===== src/rtl/timer_countdown.sv =====
// Prescaled countdown timer: latches a parameter index, loads its duration from an
// external parameter bank, and counts it down in ticks of DIV clock cycles.
//
// state  | meaning
// IDLE   | waiting for start_timer
// LOAD   | one cycle: capture value from the bank, clear prescaler
// COUNT  | prescaler running, remaining decrements on each tick
// EXPIRE | one cycle: expired pulse, remaining held at 0
module timer_countdown #(
    parameter int DIV = 10
) (
    input  logic       clock,
    input  logic       reset,
    input  logic       start_timer,
    input  logic [1:0] interval_sel,
    input  logic [4:0] value,
    output logic [1:0] interval,
    output logic [4:0] remaining,
    output logic       one_hz_enable,
    output logic       busy,
    output logic       expired
);

    localparam int PW = (DIV > 1) ? $clog2(DIV) : 1;
    localparam logic [PW-1:0] PS_LAST = PW'(DIV - 1);

    typedef enum logic [1:0] {IDLE, LOAD, COUNT, EXPIRE} state_t;

    state_t        state;
    logic [PW-1:0] prescaler;

    always_ff @(posedge clock) begin
        if (reset) begin
            state         <= IDLE;
            interval      <= 2'b00;
            remaining     <= 5'd0;
            prescaler     <= '0;
            one_hz_enable <= 1'b0;
            busy          <= 1'b0;
            expired       <= 1'b0;
        end else begin
            one_hz_enable <= 1'b0;
            expired       <= 1'b0;
            // A start request wins in every state, including a terminal tick.
            if (start_timer) begin
                state     <= LOAD;
                interval  <= interval_sel;
                prescaler <= '0;
                busy      <= 1'b1;
            end else begin
                case (state)
                    IDLE: begin
                        busy <= 1'b0;
                    end
                    LOAD: begin
                        remaining <= value;
                        prescaler <= '0;
                        if (value != 5'd0) begin
                            state <= COUNT;
                            busy  <= 1'b1;
                        end else begin
                            state   <= EXPIRE;
                            busy    <= 1'b0;
                            expired <= 1'b1;
                        end
                    end
                    COUNT: begin
                        if (prescaler == PS_LAST) begin
                            prescaler <= '0;
                            if (remaining != 5'd0)
                                remaining <= remaining - 5'd1;
                            if (remaining <= 5'd1) begin
                                state   <= EXPIRE;
                                busy    <= 1'b0;
                                expired <= 1'b1;
                            end
                        end else begin
                            prescaler <= prescaler + 1'b1;
                            // Registered so the pulse lines up with the decrementing cycle.
                            one_hz_enable <= (prescaler == PS_LAST - 1'b1);
                        end
                    end
                    EXPIRE: begin
                        state     <= IDLE;
                        remaining <= 5'd0;
                        busy      <= 1'b0;
                    end
                    default: begin
                        state <= IDLE;
                        busy  <= 1'b0;
                    end
                endcase
            end
        end
    end

endmodule


===== config.mk =====
export PLATFORM = sky130hd
export DESIGN_NAME = timer_countdown
export DESIGN_NICKNAME = d
export VERILOG_FILES = /design/src/rtl/timer_countdown.sv
export SDC_FILE = /design/constraint.sdc
export NUM_CORES = 1
export LEC_CHECK = 0
export BUFFER_PORTS_ARGS = -buffer_cell sky130_fd_sc_hd__buf_2
export CAP_MARGIN = 15
export CELL_PAD_IN_SITES_DETAIL_PLACEMENT = 1
export CELL_PAD_IN_SITES_GLOBAL_PLACEMENT = 1
export CORE_MARGIN = 10
export CORE_UTILIZATION = 35
export DETAILED_ROUTE_END_ITERATION = 12
export PLACE_DENSITY_LB_ADDON = 0.1
export SYNTH_ARGS = -nofsm -noshare
export SYNTH_HDL_FRONTEND = slang
export SYNTH_SLANG_ARGS = --single-unit

===== constraint.sdc =====
create_clock -name clock -period 4.6 [get_ports clock]
set_input_delay 0.69 -clock clock [delete_from_list [all_inputs] [get_ports clock]]
set_output_delay 0.69 -clock clock [all_outputs]
set_load 0.01 [all_outputs]

Word-level counts from Yosys, hierarchy flattened
Cells that the tools add are included.

Output and inout bits: 10. Word-level logic and storage cells: 55. Flip-flop bits (word level): 16.

$add $sub $neg: 2. Bitwise operators: 2. Reductions and logical operators: 13. Magnitude comparators: 1. Mux-type cells: 19. Eq/ne operators: 10.

Operators with widths (count): $pmux 5 s3 (1); $mux 5 (2); $reduce_bool 5->1 (2); $mux 1 (9); $eq 4x4->1 const B (2); $pmux 4 s2 (1); $ne 2x2->1 const B (3); $ne 3x3->1 const B (2); $pmux 2 s3 (1); $reduce_and 3->1 (2); $le 5x1->1 const B (1); $sub 5x1->5 const B (1); $add 4x1->4 const B (1); $eq 2x2->1 const B (2); $mux 2 (2); $mux 4 (1); $reduce_and 4->1 (1); $reduce_bool 4->1 (1); $reduce_or 2->1 (2); $reduce_or 4->1 (1); $pmux 1 s3 (1); $reduce_bool 3->1 (1); $eq 2x1->1 const B (1); $logic_not 2->1 (1); 4 further kinds (5).

Logic depth before layout (Yosys ltp)
Gate-level depths: netlist (run 1).

Depth after elaboration: 5. Mapped depth: 7. Mapped depth without buffers: 6.

Least setup slack after synthesis (run 1)
No wires, ideal clock.

Kind: in2reg. Start point: input port value[0]. End point: register state[0]. Setup slack: 2.977 ns. Path buffers: 0. Arrival: 1.545 ns. Stages: 4. Cell sequence: nor4_1 a211oi_1 and3_2 nor3_1.

Longest elaborated chain between the ends: 4.

RTL lines: start: declaration (line 16) `input logic [4:0] value,`; $reduce_bool 5->1 (line 58) `if (value != 5'd0) begin`; $mux 1 (line 58); $pmux 2 s3 (line 51) `case (state)`; $mux 1 (line 45) `if (start_timer) begin`; end signal: assignment (line 46) `state <= LOAD;`; end signal: assignment (line 59) `state <= COUNT;`; end signal: assignment (line 62) `state <= EXPIRE;`; end: declaration (line 29) `state_t state;`.

No other way between the ends. A chain may end at the register's enable or synchronous reset.

Worst setup path after layout (run 1)
Start point: register state[0]. End point: register state[0].

Longest elaborated chain between the ends: 3.

RTL lines: start signal: assignment (line 34) `state <= IDLE;`; start signal: assignment (line 46); start signal: assignment (line 59); $eq 2x2->1 / $eq 2x1->1 (equally long branches) (line 51); $ne 3x3->1 (no line), or another cell as far along; $reduce_and 3->1 (no line) / $mux 1 (equally long branches).

Parallel ways exist; a longest one is shown, timed or not.

==> results of run 1 <==
[flip-flops by register name, summed over array words and instances, names as in the netlist]
signal,cells
remaining,5
interval,2
state,2
one_hz_enable,1
expired,1
busy,1
prescaler,4
[cell usage after synthesis (all sizes together), types with 2 or more instances]
cell type	instances
dfxtp	16
a21oi	10
ha	9
nor2	9
inv	7
a211oi	6
nand2	5
nor3b	5
mux2i	4
nand2b	4
and3	3
clkbuf	3
nor3	3
nor4	3
o21ai	3
or3	3
xor2	3
o22ai	2
or2	2
[through the flow]
stage                     setup slack [ps]  hold WS [ps]  util, %  instance area (um2)  power, uW
after floorplan                       2977         471.0        -                 1031      229.0
after global placement                2706         469.0    41.30                 1149      256.7
after detailed placement              2702         491.5    41.30                 1149      258.2
after CTS                             2677         519.5    42.11                 1171      336.0
after global routing                  2473         556.4    42.11                 1171      355.0
final                                 2699         506.6    42.11                 1171      329.8
[cell usage in the layout, fill, tap and decap left out, drive strengths merged, types with 2 or more instances in the layout]
master  count
dfxtp      16
nor3        3
o22ai       2
nand2b      4
mux2i       4
xor2        3
buf        19
nor4        3
inv         7
or2         2
nor2        9
and3        3
nor3b       5
a211oi      6
o21ai       3
or3         3
nand2       5
a21oi      10
ha          9
clkbuf      3
[how the worst max path moves through the flow]
| stage | endpoint | slack [ps] | depth (start not counted) |
|---|---|---|---|
| 2_1_floorplan | state[0] | 2980 | 4 |
| 3_3_place_gp | state[0] | 2710 | 5 |
| 3_5_place_dp | state[0] | 2700 | 5 |
| 6_report | state[0] | 2700 | 5 |
| 4_1_cts | state[0] | 2680 | 5 |
| 5_1_grt | remaining[0] | 2470 | 6 |
[power by group]
group / switching (uW) / internal [uW]
clock network: 45.3 / 30.4
logic: 54.7 / 41.1
registers: 11.5 / 147
[cells by family (layout without fill, tap and decap cells)]
family / after synthesis / in the layout / synth area share (%)
AND/OR/NAND/NOR: 43 / 43 / 26.46
AO/OA/AOI/OAI: 29 / 29 / 19.90
flip-flops: 16 / 16 / 31.07
buffers and inverters: 11 / 29 / 4.126
adder cells (fa/ha/maj): 9 / 9 / 10.92
multiplexers: 5 / 5 / 4.976
XOR/XNOR: 3 / 3 / 2.549
[worst reg2reg max path, stage by stage (launching register included)]
cell and delay [ps]:
dfxtp_1 440, inv_1 110, ha_1 400, or3_1 490, a41o_2 280, nor3_1 110
[routing by layer]
metal	global-route usage [%]	vias up	wire [um]	share of wire [%]
met5	0	-	0	0
met4	4.268	0	38	1.4
met3	3.723	5	185	7.1
met2	15.91	20	1123	43
met1	12.60	434	1275	49
li1	-	461	-	-
[layout make-up]
| type | count | area, um2 | share of cell area, % |
|---|---|---|---|
| repair buffers | 19 | 95.09 | 8.120 |
| flip-flops and latches | 16 | 320.3 | 27.35 |
| inverters | 7 | 26.28 | 2.244 |
| well taps | 31 | 38.79 | 3.312 |
| clock buffers | 3 | 22.52 | 1.923 |
| multi-input cells | 89 | 668.1 | 57.05 |
==> results_dict.tcl, run 1 <==
set metrics [dict create \
    status "finished, final reports clean" \
    die_area_um2 5517 \
    hold_viol 0 \
    gp_congestion 0.8199 \
    dpl.cell_count 162 \
    rsz0062_at_grt "no" \
    antenna_found_initial 0 \
    crit_buf_inv 1 \
    drc 0 \
    p_leak_uw 0.0004650 \
    seq_area_frac_synth_pct 31.07 \
    timing.fmax_ghz 0.5261 \
    cts_tree "done" \
    area_growth_pct 13.59 \
    synth_area_leaders "dfxtp_1 (31%), ha_1 (11%), a21oi_1 (4.9%)" \
    routed_via_density 5.576 \
    drt_iter0_drc 70 \
    cp_top_family "simple AND/OR/NAND/NOR gates" \
    path_class "flop to flop" \
    stdcell_count 165 \
    n_fill_cell 342 \
    hold_path_depth 2 \
    min_from "interval[1]" \
    async_flop_share_pct 0 \
    worst_ep_arrival_time_ps 2120 \
    ioPinCount 20 \
    synth_enable_flop_cells 0 \
    synth.yosys.warnings 0 \
    grt_pass1_vias 992 \
    syn-instance-count 116 \
    worstMarginPinSlew_ps 532.6 \
    whs_endpoint "interval[1]" \
    antenna_left 0 \
    power_density_nw_per_um2 281.7 \
    slew_headroom_pct 64.49 \
    drive_gt1_share_pct 23.88 \
    cts_buffers 3 \
    h-tree-depth 1 \
    synth_cell_types 38 \
    portBuffers 19 \
    start_util_pct 37.07 \
    cp_max_fo 15 \
    grt_pass1_wl_mm 4.547 \
    rows 19 \
    chipWidth_um 74.28 \
    reg2reg_depth 5 \
    critPathSlowestCell "or3_1" \
    firstDrtPassIters 4 \
    cts_sinks 16 \
    reg2reg_to "state[0]" \
    cap_violations 0 \
    fin_crit_sh_pct 41.32 \
    dominantRegCellSynth "dfxtp_1" \
    fin_setup_tns_ps 0 \
    synth-seq-cells 16 \
    syn_area_um2 1031 \
    syn_avg_cell_area_um2 8.888 \
    dpl.hpwl_mm 2.080 \
    hold_class "flop to flop" \
    startpoint "state[0]" \
    clk_latency_ps 290 \
    period_needed_ps 1901 \
    slowest_delay_ps 490 \
    reg2reg_from "state[0]" \
    cts_buffer_depth 2 \
    die_y_um 74.28 \
    nets 155 \
    grt_max_degree 16 \
    ctsResizeCount 0 \
    cts_root_buf "clkbuf_4" \
    postCtsSetupBuffers 0 \
    core_um2 2781 \
    critPathRequiredTime_ps 4820 \
    synth_fp_nets 135 \
    skew_ps 4.182 \
    start_kind "flop" \
    cts_hold_buf 0 \
    clkTransAtPathRegs_ps 100 \
    ir_drop_uv 165.8 \
    synth_top_area_share_pct 31.07 \
    yosysTopAreaCell "dfxtp_1" \
    path_cells "inv_1 > ha_1 > or3_1 > a41o_2 > nor3_1" \
    totalWireLength_mm 2.622 \
    diodes 0 \
    grt_overflow 0 \
    post_drt_wl_per_cell_um 15.89 \
    via_count 920 \
    slew_viol_final 0 \
    rrSetupSlack_ps 2700 \
    crit_path_end_kind "flop" \
    finalSetupViolations 0 \
    grtUsageTotal_pct 10.27 \
]
No activity file was read; power rests on OpenSTA's default activity.
==> run 2, diff against run 1 <==
==> constraint.sdc (replaced) <==
create_clock -name clock -period 1.86 [get_ports clock]
set_input_delay 0.279 -clock clock [delete_from_list [all_inputs] [get_ports clock]]
set_output_delay 0.279 -clock clock [all_outputs]
set_load 0.01 [all_outputs]
==> run 2 against run 1 <==
- non-clock buffer count rose by 3
- sequential power rose by 150%
- design area rose by 5.3%
- clock power rose to 3.2 times the previous value
- flip-flop and latch count did not move
- largest cell class unchanged
- sequential share of layout area fell by 1.4 points
==> results_dict.tcl, run 2 (synthesis gave the netlist of run 1 again) <==
set metrics [dict create \
    status "finished, final reports clean" \
    clkTransAtPathRegs_ps 100 \
    cts_root_buf "clkbuf_4" \
    slew_headroom_pct 63.31 \
    power_density_nw_per_um2 721.9 \
    grt_overflow 0 \
    min_from "interval_sel[1]" \
    grt_max_degree 15 \
    antenna_left 0 \
    grt_pass1_wl_mm 4.767 \
    chipWidth_um 74.28 \
    grtUsageTotal_pct 10.73 \
    final_cell_mix "buf_2 (19), dfxtp_1 (16), a21oi_1 (10)" \
    start_kind "flop" \
    top_register "remaining" \
    whs_endpoint "interval[1]" \
    cts_sinks 16 \
    use_met3_pct 3.191 \
    regArea_um2 320.3 \
    nets 158 \
    period_needed_ps 1721 \
    rsz0062_at_grt "no" \
    routed_via_density 5.491 \
    slew_viol_final 0 \
    h-tree-depth 1 \
    gp_congestion 0.7814 \
    cp_max_fo 6 \
    drc 0 \
    met1_usage_pct 14.05 \
    dpl.hpwl_mm 2.147 \
    diodes 0 \
    cts_buffer_depth 2 \
    firstDrtPassIters 4 \
    cts_buffers 3 \
    fin_setup_tns_ps 0 \
    final_common_cell "buf_2" \
    ioPinCount 20 \
    n_fill_cell 344 \
    via_count 928 \
    totalWireLength_mm 2.744 \
    grt_use_met2_pct 15.91 \
    portBuffers 19 \
    stdcell_count 169 \
    ir_drop_uv 424.3 \
    worst_ep_arrival_time_ps 1940 \
    area_growth_pct 19.66 \
    rrSetupSlack_ps 140 \
    multiInputGateArea_um2 681.9 \
    hold_path_depth 3 \
    finalSetupViolations 0 \
    p_leak_uw 0.0004963 \
    post_drt_wl_per_cell_um 16.24 \
    die_area_um2 5517 \
    reg2reg_from "state[0]" \
    dpl.cell_count 165 \
    clk_latency_ps 300 \
    skew_ps 4.624 \
    top_regs "remaining (5), prescaler (4)" \
    core_um2 2781 \
    largest_reg_flops 5 \
    reg2reg_to "state[0]" \
    grt_most_used_layer "met2" \
    critPathRequiredTime_ps 2080 \
    crit_path_end_kind "flop" \
    rows 19 \
    drt_iter0_drc 34 \
    timing.fmax_ghz 0.5810 \
    postCtsSetupBuffers 0 \
    grt_pass1_vias 985 \
    path_class "flop to flop" \
    drive_gt1_share_pct 28.26 \
    cap_violations 0 \
    die_y_um 74.28 \
    hold_viol 0 \
    cts_tree "done" \
    fin_crit_sh_pct 92.54 \
    antenna_found_initial 0 \
    reg2reg_depth 5 \
    worstMarginPinSlew_ps 545.4 \
    hold_class "input port to flop" \
    start_util_pct 37.07 \
]
[run 2: worst max path at each step]
stage / from / to / slack (ps)
2_1_floorplan: state[0] / state[0] / 260
3_5_place_dp: remaining[0] / remaining[0] / 100
3_3_place_gp: state[0] / state[0] / 170
6_report: state[0] / state[0] / 140
4_1_cts: remaining[0] / remaining[0] / 70
5_1_grt: remaining[3] / state[1] / 2
[run 2: report_power, final]
group | internal [uW] | total, uW | switching, uW
Clock | 119 | 242 | 123
Combinational | 117 | 259 | 142
Sequential | 363 | 390 | 26.2
Total | 599 | 891 | 291
[run 2: final cells by class]
type                       instances  area share, %
clock buffer                       4          2.941
inverter                           7          2.130
multi-input combinational         89          55.27
sequential                        16          25.96
tap                               31          3.144
timing repair buffer              22          10.55
[run 2: through the flow]
step / power, uW / hold WS (ps) / setup WS, ps / util (%) / area [um2]
after global routing: 955.8 / 217.3 / 2.379 / 44.35 / 1234
after CTS: 895.2 / 215.0 / 72.44 / 43.86 / 1220
after floorplan: 566.3 / 426.3 / 264.6 / - / 1031
after global placement: 645.0 / 470.9 / 170.8 / 42.56 / 1184
after detailed placement: 648.9 / 489.1 / 102.8 / 42.56 / 1184
final: 890.6 / 223.1 / 138.8 / 44.35 / 1234
[run 2: worst max-delay path, cell delays in order (launching register included)]
cell	delay, ps
dfxtp_1	450
inv_1	120
ha_1	260
or3_1	420
a41o_2	280
nor3_1	120
[run 2: metal layers]
metal,up-vias,part of all wire (%)
met5,-,0
met4,0,1.2
met3,4,5.0
met2,19,44
met1,437,49
li1,468,-
[run 2: timing repair]
action	CTS	global route
resized for setup	0	3
hold buffers	0	0
endpoints found under the setup margin	0	5
==> run 3, diff against run 2 <==
==> constraint.sdc (replaced) <==
create_clock -name clock -period 1.65 [get_ports clock]
set_input_delay 0.2475 -clock clock [delete_from_list [all_inputs] [get_ports clock]]
set_output_delay 0.2475 -clock clock [all_outputs]
set_load 0.01 [all_outputs]
==> run 3 against run 2 <==
- fmax up 6.3%
- sequential share of layout area fell by 1.9 points
- largest cell class unchanged
- global-route usage rose by 1.2 points
==> results_dict.tcl, run 3 (synthesis gave the netlist of run 1 again) <==
set metrics [dict create \
    status "finished, final reports clean" \
    power_switching_uw 370.3 \
    slew_headroom_pct 78.88 \
    regArea_um2 322.8 \
    cts_hold_buf 0 \
    nets 170 \
    clk_latency_ps 310 \
    critPathRequiredTime_ps 1850 \
    routed_via_density 5.486 \
    hold_viol 0 \
    p_leak_uw 0.0005708 \
    reg2reg_depth 5 \
    grt_max_degree 13 \
    start_kind "flop" \
    crit_path_end_kind "flop" \
    area_growth_pct 30.22 \
    largest_reg_flops 5 \
    top_regs "remaining (5), prescaler (4)" \
    period_needed_ps 1619 \
    slowest_delay_ps 370 \
    grt_overflow 0 \
    hold_class "input port to flop" \
    final_cell_mix "buf_2 (19), dfxtp_1 (14), buf_4 (14)" \
    cap_violations 0 \
    chipWidth_um 74.28 \
    cts_tree "done" \
    worst_ep_arrival_time_ps 1820 \
    finalSetupViolations 0 \
    top_register "remaining" \
    grtUsageTotal_pct 11.98 \
    reg2reg_to "state[0]" \
    drc 0 \
    whs_endpoint "interval[1]" \
    switching_share_pct 34.22 \
    rrSetupSlack_ps 30 \
    firstDrtPassIters 4 \
    drive_gt1_share_pct 36.67 \
    fin_area_um2 1343 \
    antenna_left 0 \
    cts_root_buf "clkbuf_4" \
    reg2reg_from "state[1]" \
    slew_viol_final 0 \
    clkPwrFrac_pct 26.9 \
    fin_crit_sh_pct 98.13 \
    totalWireLength_mm 3.092 \
    core_um2 2781 \
    detailed_place.area_um2 1254 \
    grt_pass1_vias 1047 \
    cell_internal_pwr_uw 711.9 \
    worstMarginPinSlew_ps 315.7 \
    ir_drop_uv 513.1 \
    power_density_nw_per_um2 806.1 \
    p_comb_share_pct 32.9 \
    diodes 0 \
    via_count 993 \
    p_seq_share_pct 40.2 \
    grt_pass1_wl_mm 5.195 \
    path_class "flop to flop" \
    die_y_um 74.28 \
    dpl.cell_count 176 \
    clkTransAtPathRegs_ps 120 \
    min_from "interval_sel[1]" \
    drt_iter0_drc 39 \
    cp_max_fo 5 \
    cts_buffers 3 \
    stdcell_count 181 \
    rsz0062_at_grt "yes" \
    post_drt_wl_per_cell_um 17.08 \
    gp_congestion 0.7824 \
    final_common_cell "buf_2" \
    critPathSlowestCell "dfxtp_2" \
    die_area_um2 5517 \
    cts_buffer_depth 2 \
    skew_ps 5.429 \
    path_cells "buf_4 > ha_1 > or3_1 > a211oi_1 > nor3_2" \
    antenna_found_initial 0 \
    ioPinCount 20 \
    portBuffers 19 \
    start_util_pct 37.07 \
    cts_sinks 16 \
    timing.fmax_ghz 0.6176 \
    n_fill_cell 338 \
    hold_path_depth 3 \
    multiInputGateArea_um2 706.9 \
    h-tree-depth 1 \
    dpl.hpwl_mm 2.318 \
    rows 19 \
]
==> run 3: cell types whose count changed in the layout (fill, tap and decap cells not counted), sizes merged <==
cell	previous run	this run
buf	22	34
==> run 3: critical path, delay by kind of cell (launching register included) <==
kind | cells | cell delay (ps)
buffers and inverters | 1 | 140
adder cells (fa/ha/maj) | 1 | 230
AND/OR/NAND/NOR | 2 | 450
flip-flops | 1 | 370
AO/OA/AOI/OAI | 1 | 330
==> run 3: worst max-delay path by stage <==
stage	depth (start not counted)	end	startpoint
floorplan	5	state[0]	state[0]
global placement	6	remaining[3]	remaining[1]
detailed placement	6	remaining[0]	remaining[1]
CTS	5	state[0]	state[0]
global route	6	remaining[0]	remaining[1]
finish	5	state[0]	state[1]
==> run 3: through the flow <==
stage | total power (uW) | util [%] | setup slack [ps] | TNS, ps | hold slack (ps)
final | 1082 | 48.27 | 30.92 | 0 | 182.5
after detailed placement | 762.4 | 45.07 | -41.24 | -49.72 | 484.4
after global routing | 1143 | 48.27 | -6.774 | -12.75 | 187.9
after CTS | 1059 | 46.60 | 15.25 | 0 | 171.5
after floorplan | 638.4 | - | 54.59 | 0 | 394.8
after global placement | 752.4 | 45.07 | 46.20 | 0 | 472.8
==> run 3: routing by layer <==
metal	vias to the layer above	wire (um)	GRT usage (%)
met5	-	0	0
met4	0	29	3.659
met3	4	104	3.324
met2	17	1440	19.13
met1	478	1517	15.30
li1	494	-	-
==> run 3: cell type report <==
| type | instances | share of cell area [%] |
|---|---|---|
| clock buffer | 4 | 2.703 |
| timing repair buffer | 34 | 15.75 |
| multi-input combinational | 89 | 52.66 |
| tap | 31 | 2.889 |
| inverter | 7 | 1.957 |
| sequential | 16 | 24.04 |
==> run 3: power by group through the flow <==
| stage | Clock (uW) | Sequential (uW) | Combinational (uW) |
|---|---|---|---|
| 5_1_grt | 310 | 438 | 396 |
| 2_1_floorplan | 0 | 453 | 186 |
| 6_report | 291 | 435 | 356 |
| 3_3_place_gp | 0 | 436 | 316 |
| 3_5_place_dp | 0 | 437 | 325 |
| 4_1_cts | 299 | 430 | 329 |
==> run 3: timing repair <==
item / CTS / global route
pin swaps: 0 / 1
resized for setup: 1 / 9
endpoints found under the setup margin: 3 / 9
setup buffers: 0 / 1
